**config.mk**
```make
export PLATFORM = sky130hd
export DESIGN_NAME = io_port_bank
export DESIGN_NICKNAME = d
export VERILOG_FILES = /design/src/rtl/io_port_bank.sv
export SDC_FILE = /design/constraint.sdc
export NUM_CORES = 1
export LEC_CHECK = 0
export BUFFER_PORTS_ARGS = -buffer_cell sky130_fd_sc_hd__buf_2
export CORE_MARGIN = 3
export CORE_UTILIZATION = 54
export CTS_CLUSTER_DIAMETER = 150
export CTS_CLUSTER_SIZE = 12
export DETAILED_ROUTE_END_ITERATION = 10
export PLACE_DENSITY = 0.89
export SETUP_SLACK_MARGIN = 0.2
export SLEW_MARGIN = 20
export SYNTH_ARGS = -nofsm -noshare
export SYNTH_HDL_FRONTEND = slang
export SYNTH_SLANG_ARGS = --single-unit
```
**constraint.sdc**
```tcl
create_clock -name clk -period 2.1 [get_ports clk]
set_input_delay 0.315 -clock clk [delete_from_list [all_inputs] [get_ports clk]]
set_output_delay 0.315 -clock clk [all_outputs]
set_load 0.02 [all_outputs]
```
**src/rtl/io_port_bank.sv**
```systemverilog
// Memory-mapped bank of output registers, synchronized input ports, change status and masked irq.
// Latency: writes reach port_out one cycle after sampling; reads return one cycle after rd_en.
// Backpressure: none, so every strobe is accepted on the edge that samples it.
module io_port_bank #(
    parameter int               WIDTH       = 32,
    parameter int               N_OUT       = 4,
    parameter int               N_IN        = 4,
    parameter logic [WIDTH-1:0] BASE_ADDR   = 'h40000000,
    parameter int               SYNC_STAGES = 2
) (
    input  logic                   clk,
    input  logic                   reset,
    input  logic                   wr_en,
    input  logic [WIDTH-1:0]       wr_addr,
    input  logic [2:0]             wr_size,
    input  logic [WIDTH-1:0]       wr_data,
    input  logic                   rd_en,
    input  logic [WIDTH-1:0]       rd_addr,
    output logic [WIDTH-1:0]       rd_data,
    output logic                   rd_valid,
    input  logic [N_IN*WIDTH-1:0]  port_in,
    output logic [N_OUT*WIDTH-1:0] port_out,
    output logic                   irq
);

    localparam logic [WIDTH-1:0] OFF_STATUS = WIDTH'(N_OUT + N_IN);
    localparam logic [WIDTH-1:0] OFF_MASK   = WIDTH'(N_OUT + N_IN + 1);

    logic [WIDTH-1:0]      out_q [N_OUT];
    logic [N_IN*WIDTH-1:0] sync_q [SYNC_STAGES];
    logic [N_IN*WIDTH-1:0] prev_q;
    logic [N_IN*WIDTH-1:0] in_final;
    logic [N_IN-1:0]       status_q;
    logic [N_IN-1:0]       mask_q;
    logic [N_IN-1:0]       chg;
    logic [N_IN-1:0]       status_clr;
    logic [N_IN-1:0]       mask_wr;
    logic [WIDTH-1:0]      wr_off;
    logic [WIDTH-1:0]      rd_off;
    logic [WIDTH-1:0]      wr_mask;
    logic [WIDTH-1:0]      rd_mux;
    logic [WIDTH-1:0]      rd_data_q;
    logic                  rd_valid_q;
    logic                  irq_q;

    assign wr_off   = wr_addr - BASE_ADDR;
    assign rd_off   = rd_addr - BASE_ADDR;
    assign in_final = sync_q[SYNC_STAGES-1];

    // Lanes a write may touch; unsupported sizes touch nothing.
    always_comb begin
        wr_mask = '0;
        case (wr_size)
            3'd0:    wr_mask = WIDTH'(8'hFF);
            3'd1:    wr_mask = WIDTH'(16'hFFFF);
            3'd2:    wr_mask = '1;
            default: wr_mask = '0;
        endcase
    end

    assign mask_wr    = (mask_q & ~wr_mask[N_IN-1:0]) | (wr_data[N_IN-1:0] & wr_mask[N_IN-1:0]);
    assign status_clr = (wr_en && wr_off == OFF_STATUS) ? wr_data[N_IN-1:0] : '0;

    always_comb begin
        chg = '0;
        for (int k = 0; k < N_IN; k++)
            chg[k] = in_final[k*WIDTH +: WIDTH] != prev_q[k*WIDTH +: WIDTH];
    end

    always_ff @(posedge clk or negedge reset) begin
        if (!reset) begin
            for (int k = 0; k < N_OUT; k++) out_q[k] <= '0;
            mask_q <= '0;
        end else if (wr_en) begin
            for (int k = 0; k < N_OUT; k++)
                if (wr_off == WIDTH'(k))
                    out_q[k] <= (out_q[k] & ~wr_mask) | (wr_data & wr_mask);
            if (wr_off == OFF_MASK) mask_q <= mask_wr;
        end
    end

    generate
        for (genvar g = 0; g < N_OUT; g++) begin : g_out
            assign port_out[g*WIDTH +: WIDTH] = out_q[g];
        end
    endgenerate

    // prev_q resets with the synchronizer, so release never looks like an edge.
    always_ff @(posedge clk or negedge reset) begin
        if (!reset) begin
            for (int s = 0; s < SYNC_STAGES; s++) sync_q[s] <= '0;
            prev_q <= '0;
        end else begin
            sync_q[0] <= port_in;
            for (int s = 1; s < SYNC_STAGES; s++) sync_q[s] <= sync_q[s-1];
            prev_q <= in_final;
        end
    end

    // A new edge overrides a simultaneous clear of the same bit.
    always_ff @(posedge clk or negedge reset) begin
        if (!reset) begin
            status_q <= '0;
            irq_q    <= 1'b0;
        end else begin
            status_q <= (status_q & ~status_clr) | chg;
            irq_q    <= |(status_q & mask_q);
        end
    end

    always_comb begin
        rd_mux = '0;
        for (int k = 0; k < N_OUT; k++)
            if (rd_off == WIDTH'(k)) rd_mux = out_q[k];
        for (int k = 0; k < N_IN; k++)
            if (rd_off == WIDTH'(N_OUT + k)) rd_mux = in_final[k*WIDTH +: WIDTH];
        if (rd_off == OFF_STATUS) rd_mux = WIDTH'(status_q);
        if (rd_off == OFF_MASK)   rd_mux = WIDTH'(mask_q);
    end

    always_ff @(posedge clk or negedge reset) begin
        if (!reset) begin
            rd_data_q  <= '0;
            rd_valid_q <= 1'b0;
        end else begin
            rd_valid_q <= rd_en;
            if (rd_en) rd_data_q <= rd_mux;
        end
    end

    assign rd_data  = rd_data_q;
    assign rd_valid = rd_valid_q;
    assign irq      = irq_q;

endmodule

```
# Word level (Yosys, flattened, before mapping)
# Index checks and enable logic that the tools add are counted.
[totals]
regBits = 554
output_inout_bits = 162
input_bits = 231
[classes]
muxes = 12
n_reduce_logical = 10
bitwise = 18
eq_ne = 20
add_sub_neg = 2
[ops]
columns = ["operator", "count"]
rows = [
  ["two-way mux 32 bit", 10],
  ["AND 32 bit", 5],
  ["equality test 32 x 2 -> 1 bit (second input constant)", 4],
  ["equality test 32 x 3 -> 1 bit (second input constant)", 4],
  ["equality test 32 x 4 -> 1 bit (second input constant)", 4],
  ["inequality test 32 bit", 4],
  ["bitwise OR 32 bit", 4],
  ["case mux 32 bit (3 select lines)", 1],
  ["equality test 32 x 1 -> 1 bit (second input constant)", 2],
  ["logical NOT 32 bit", 2],
  ["subtractor 32 x 31 -> 32 bit (second input constant)", 2],
  ["NOT 32 bit", 1],
  ["AND 4 bit", 4],
  ["AND reduction 2 bit", 5],
  ["NOT 4 bit", 2],
  ["bitwise OR 4 bit", 2],
  ["two-way mux 4 bit", 1],
  ["OR reduction 4 bit", 1],
  ["equality test 3 x 1 -> 1 bit (second input constant)", 1],
  ["equality test 3 x 2 -> 1 bit (second input constant)", 1],
  ["logical NOT 3 bit", 1],
  ["logical AND 1 bit", 1],
]

# Depth between registers and ports, before layout
[depth]
ltp_word = 12
depth_mapped = 8

# Worst setup path after synthesis
# OpenSTA, ideal clock, no wires.
[synth_path]
path_type = "input port to flip-flop"
start = "input rd_addr[0]"
end = "register rd_data_q[5], in the netlist rd_data[5]"
path_slack_ns = -0.187
required_ns = 1.978
cell_stages = 6
n_path_buf = 2
arrival_time_ns = 2.165
setup_time_ns = 0.122
path_cell_list = "clkbuf_1 > buf_1 > mux4_2 > a221oi_1 > nand2_1 > a32o_1"
[synth_between]
elab_chain_len = 12
[synth_rtl]
columns = ["item", "line_no", "rtl"]
rows = [
  ["start, declared", "18", "input logic [WIDTH-1:0] rd_addr,"],
  ["subtractor 32 x 31 -> 32 bit (*)", "47", "assign rd_off = rd_addr - BASE_ADDR;"],
  ["logical NOT 32 bit", "114", "if (rd_off == WIDTH'(k)) rd_mux = out_q[k];"],
  ["two-way mux 32 bit (4 in a row)", "114", ""],
  ["two-way mux 32 bit (4 in a row)", "116", "if (rd_off == WIDTH'(N_OUT + k)) rd_mux = in_final[k*WIDTH +: WIDTH];"],
  ["two-way mux 32 bit", "117", "if (rd_off == OFF_STATUS) rd_mux = WIDTH'(status_q);"],
  ["two-way mux 32 bit (*)", "118", "if (rd_off == OFF_MASK) rd_mux = WIDTH'(mask_q);"],
  ["end signal, assigned", "127", "if (rd_en) rd_data_q <= rd_mux;"],
  ["end, declared", "42", "logic [WIDTH-1:0] rd_data_q;"],
]
# Every way passes the cells marked *; elsewhere a longest branch is shown, timed or not.
# A chain may end at the register's enable or synchronous reset.

# Worst setup path after layout
[layout_path]
start = "register sync_q, in the netlist in_final[62]"
end = "register status_q[1]"
[layout_between]
elab_chain_len = 2
[layout_rtl]
columns = ["item", "line_no", "rtl"]
rows = [
  ["start, declared", "30", "logic [N_IN*WIDTH-1:0] sync_q [SYNC_STAGES];"],
  ["inequality test 32 bit", "67", "chg[k] = in_final[k*WIDTH +: WIDTH] != prev_q[k*WIDTH +: WIDTH];"],
  ["bitwise OR 4 bit", "106", "status_q <= (status_q & ~status_clr) | chg;"],
  ["end signal, assigned", "106", ""],
  ["end, declared", "33", "logic [N_IN-1:0] status_q;"],
]
# Every way passes these cells.

==> reports/results.ini <==
[setup_path]
r2r-end = status_q[1]$_DFF_PN0_
cp.required_ns = 2.58
critPathMaxStageDelay_ns = 0.58
critPathLaunchType = register
worst_ep_arrival_time_ns = 2.38
r2r-start = in_final[62]$_DFF_PN0_
cpLargestDelayFamily = simple AND/OR/NAND/NOR gates
crit_path_max_fanout = 3
crit_path_end_kind = register
crit_path_top_delay_cell = nor4_1
critPathBufInv = 0
r2r_setup_slack_ns = 0.20
crit_type = reg2reg
path_cells = xor2_1, nor4_1, nand4_1, a211o_1
ff2ff_path_depth = 4

[status]
outcome = complete, no violations

[timing]
max_freq_ghz = 0.525
period_minus_slack_ns = 1.90
period_share = 0.907
tns_ns = 0
setup_slack_ns = 0.196
grt_setup_unrepaired = no
setup_viol = 0
tightestPinTransition_ns = 0.610
hold_slack_ns = 0.0216
slew_headroom = 0.590
slew_viol_final = 0
hold_viol_final = 0
skew_ns = 0.0278

[flow_run]
drv_cap = 0

[placed_design]
place_hpwl_um = 43200
numPortBuffers = 392
pre_cts_ws_ns = -0.375
gp_congestion = 0.951
placed_area_mm2 = 0.0231

[route]
drt_iter0_markers = 1283
drtAntennaViolNets = 0
maxUsedRoutingLayer = met5
wire_per_inst_um = 27.9
post-route-drc-count = 0
wl_um = 65500
wl_met1_um = 23700
firstDrtPassIters = 6
wl_met3_um = 5600
vias = 14100
met2WireLength_um = 32400
vias_per_cell = 5.99

[global_routing]
overflow = 0
grt_max_degree = 95
antenna_found_initial = 5
grt_pass1_vias = 15300
track_usage = 0.343
grt_pass1_wl_um = 98000

[floorplanning]
rows = 68
ios = 393
chipHeight_um = 196
die_w_um = 196
initial_core_util = 0.556
core-area_mm2 = 0.0351
die_area_mm2 = 0.0384

[power_and_ir_drop]
power_density_mw_per_mm2 = 803
power_frac_comb = 0.059
p_leak_uw = 0.0127
p_sw_frac = 0.231
p_clk_frac = 0.396
peakVddDrop_mv = 0.875
p_seq_frac = 0.545
p_int_uw = 16100
p_sw_uw = 4820

[final_layout]
multi_input_area_mm2 = 0.00572
layout-drive-gt1-share = 0.401
area_growth_syn_to_layout_pct = 33.6
fillers = 2017
final_area_mm2 = 0.0260
layout.cells.most_common = dfrtp_1
nNetsFinal = 2124
final_util = 0.743
final_cell_mix = dfrtp_1, buf_2, dlygate4sd3_1, xor2_1, mux2_2
seqCellArea_mm2 = 0.0139

[yosys]
synth-async-reset-ratio = 1.00
synth_seq_area_share = 0.711
syn_inst = 1230
yosysUniqueCellTypes = 53
ys_warn_count = 0
syn-num-nets = 1461
synthesis.area_mm2 = 0.0195
syn_area_per_cell_um2 = 15.9
ys_dominant_reg_cell = dfrtp_1
synth-edff-count = 0
synth_seq_cells = 554

[hold_path]
min_path_cells = 2
hold_start = wr_data[26]
hp-class = in2reg

[clock_tree]
clk_latency_ns = 0.60
clkTransAtPathRegs_ns = 0.06
clock_sinks = 554
cts_buffers = 52
cts_tree = done
h-tree-depth = 2
cts_root_buf = clkbuf_16
cts_buffer_depth = 3

-- area by class of cell --
class	count	share of cell area
flip-flops and latches	554	0.532
clock inverters	3	0.00110
diodes	3	0.000288
inverters	12	0.00173
well taps	455	0.0219
multi-input cells	623	0.220
clock buffers	53	0.0509
repair buffers	650	0.172
-- logic make-up (layout without fill, tap and decap cells) --
group,count (synthesis),count (layout),share of synthesized area
DFF,554,554,0.711
xor gates and xnor gates,128,128,0.0575
and+or+nand+nor,173,173,0.0476
other,0,3,0
AOI/OAI and AO/OA,156,156,0.0623
buffers and inverters,53,718,0.0111
muxes,166,166,0.111
-- worst register-to-register path, cell delays in order, from the launching register on --
cell and delay [ns]:
dfrtp_1 0.46, xor2_1 0.19, nor4_1 0.58, nand4_1 0.27
a211o_1 0.29
-- worst max-delay path by stage --
stage	startpoint	to	cells past startpoint
after global placement	rd_addr[6]	rd_data[21]$_DFFE_PN0P_	7
after detailed placement	rd_addr[9]	rd_data[21]$_DFFE_PN0P_	7
after CTS	register	rd_data[17]$_DFFE_PN0P_	5
after global routing	register	rd_data[17]$_DFFE_PN0P_	5
after floorplan	wr_addr[21]	register	6
final	in_final[62]$_DFF_PN0_	status_q[1]$_DFF_PN0_	4
-- stage by stage --
step | total power, uW | instances
2_1_floorplan | 11700 | 1230
3_3_place_gp | 12500 | 2147
3_5_place_dp | 12500 | 2147
4_1_cts | 20800 | 2349
5_1_grt | 21500 | 2353
6_report | 20900 | 2353
-- metal layers --
layer | up-vias | GRT usage
li1 | 5749 | -
met1 | 7191 | 0.428
met5 | - | 0
met2 | 921 | 0.568
met4 | 2 | 0.172
met3 | 236 | 0.0809
-- cell usage after synthesis (all sizes together), types with 13 or more instances --
cell type,count,area share
a221oi,24,0.011
buf,17,0.0042
a21oi,13,0.0033
nand4,14,0.0045
mux2,136,0.079
o22a,13,0.0058
dfrtp,554,0.71
a22oi,16,0.0062
xor2,128,0.057
o32ai,13,0.0058
clkbuf,24,0.0046
nor4,45,0.015
nor2,22,0.0042
mux4,26,0.030
nand2,60,0.012
-- repair_timing --
action | 4_1_cts | 5_1_grt
hold buffers | 146 | 0
buffers inserted | 0 | 1
hold endpoints to repair | 207 | 0
endpoints found under the setup margin | 5 | 12
resized for setup | 5 | 12
pin swaps | 0 | 2
-- power by group through the flow --
stage / registers (uW) / clock network (uW) / logic (uW)
2_1_floorplan: 11400 / 0 / 318
5_1_grt: 11400 / 8730 / 1330
6_report: 11400 / 8280 / 1230
4_1_cts: 11400 / 8230 / 1200
3_3_place_gp: 11500 / 0 / 938
3_5_place_dp: 11500 / 0 / 976
Power figures use the tool's default switching activity.
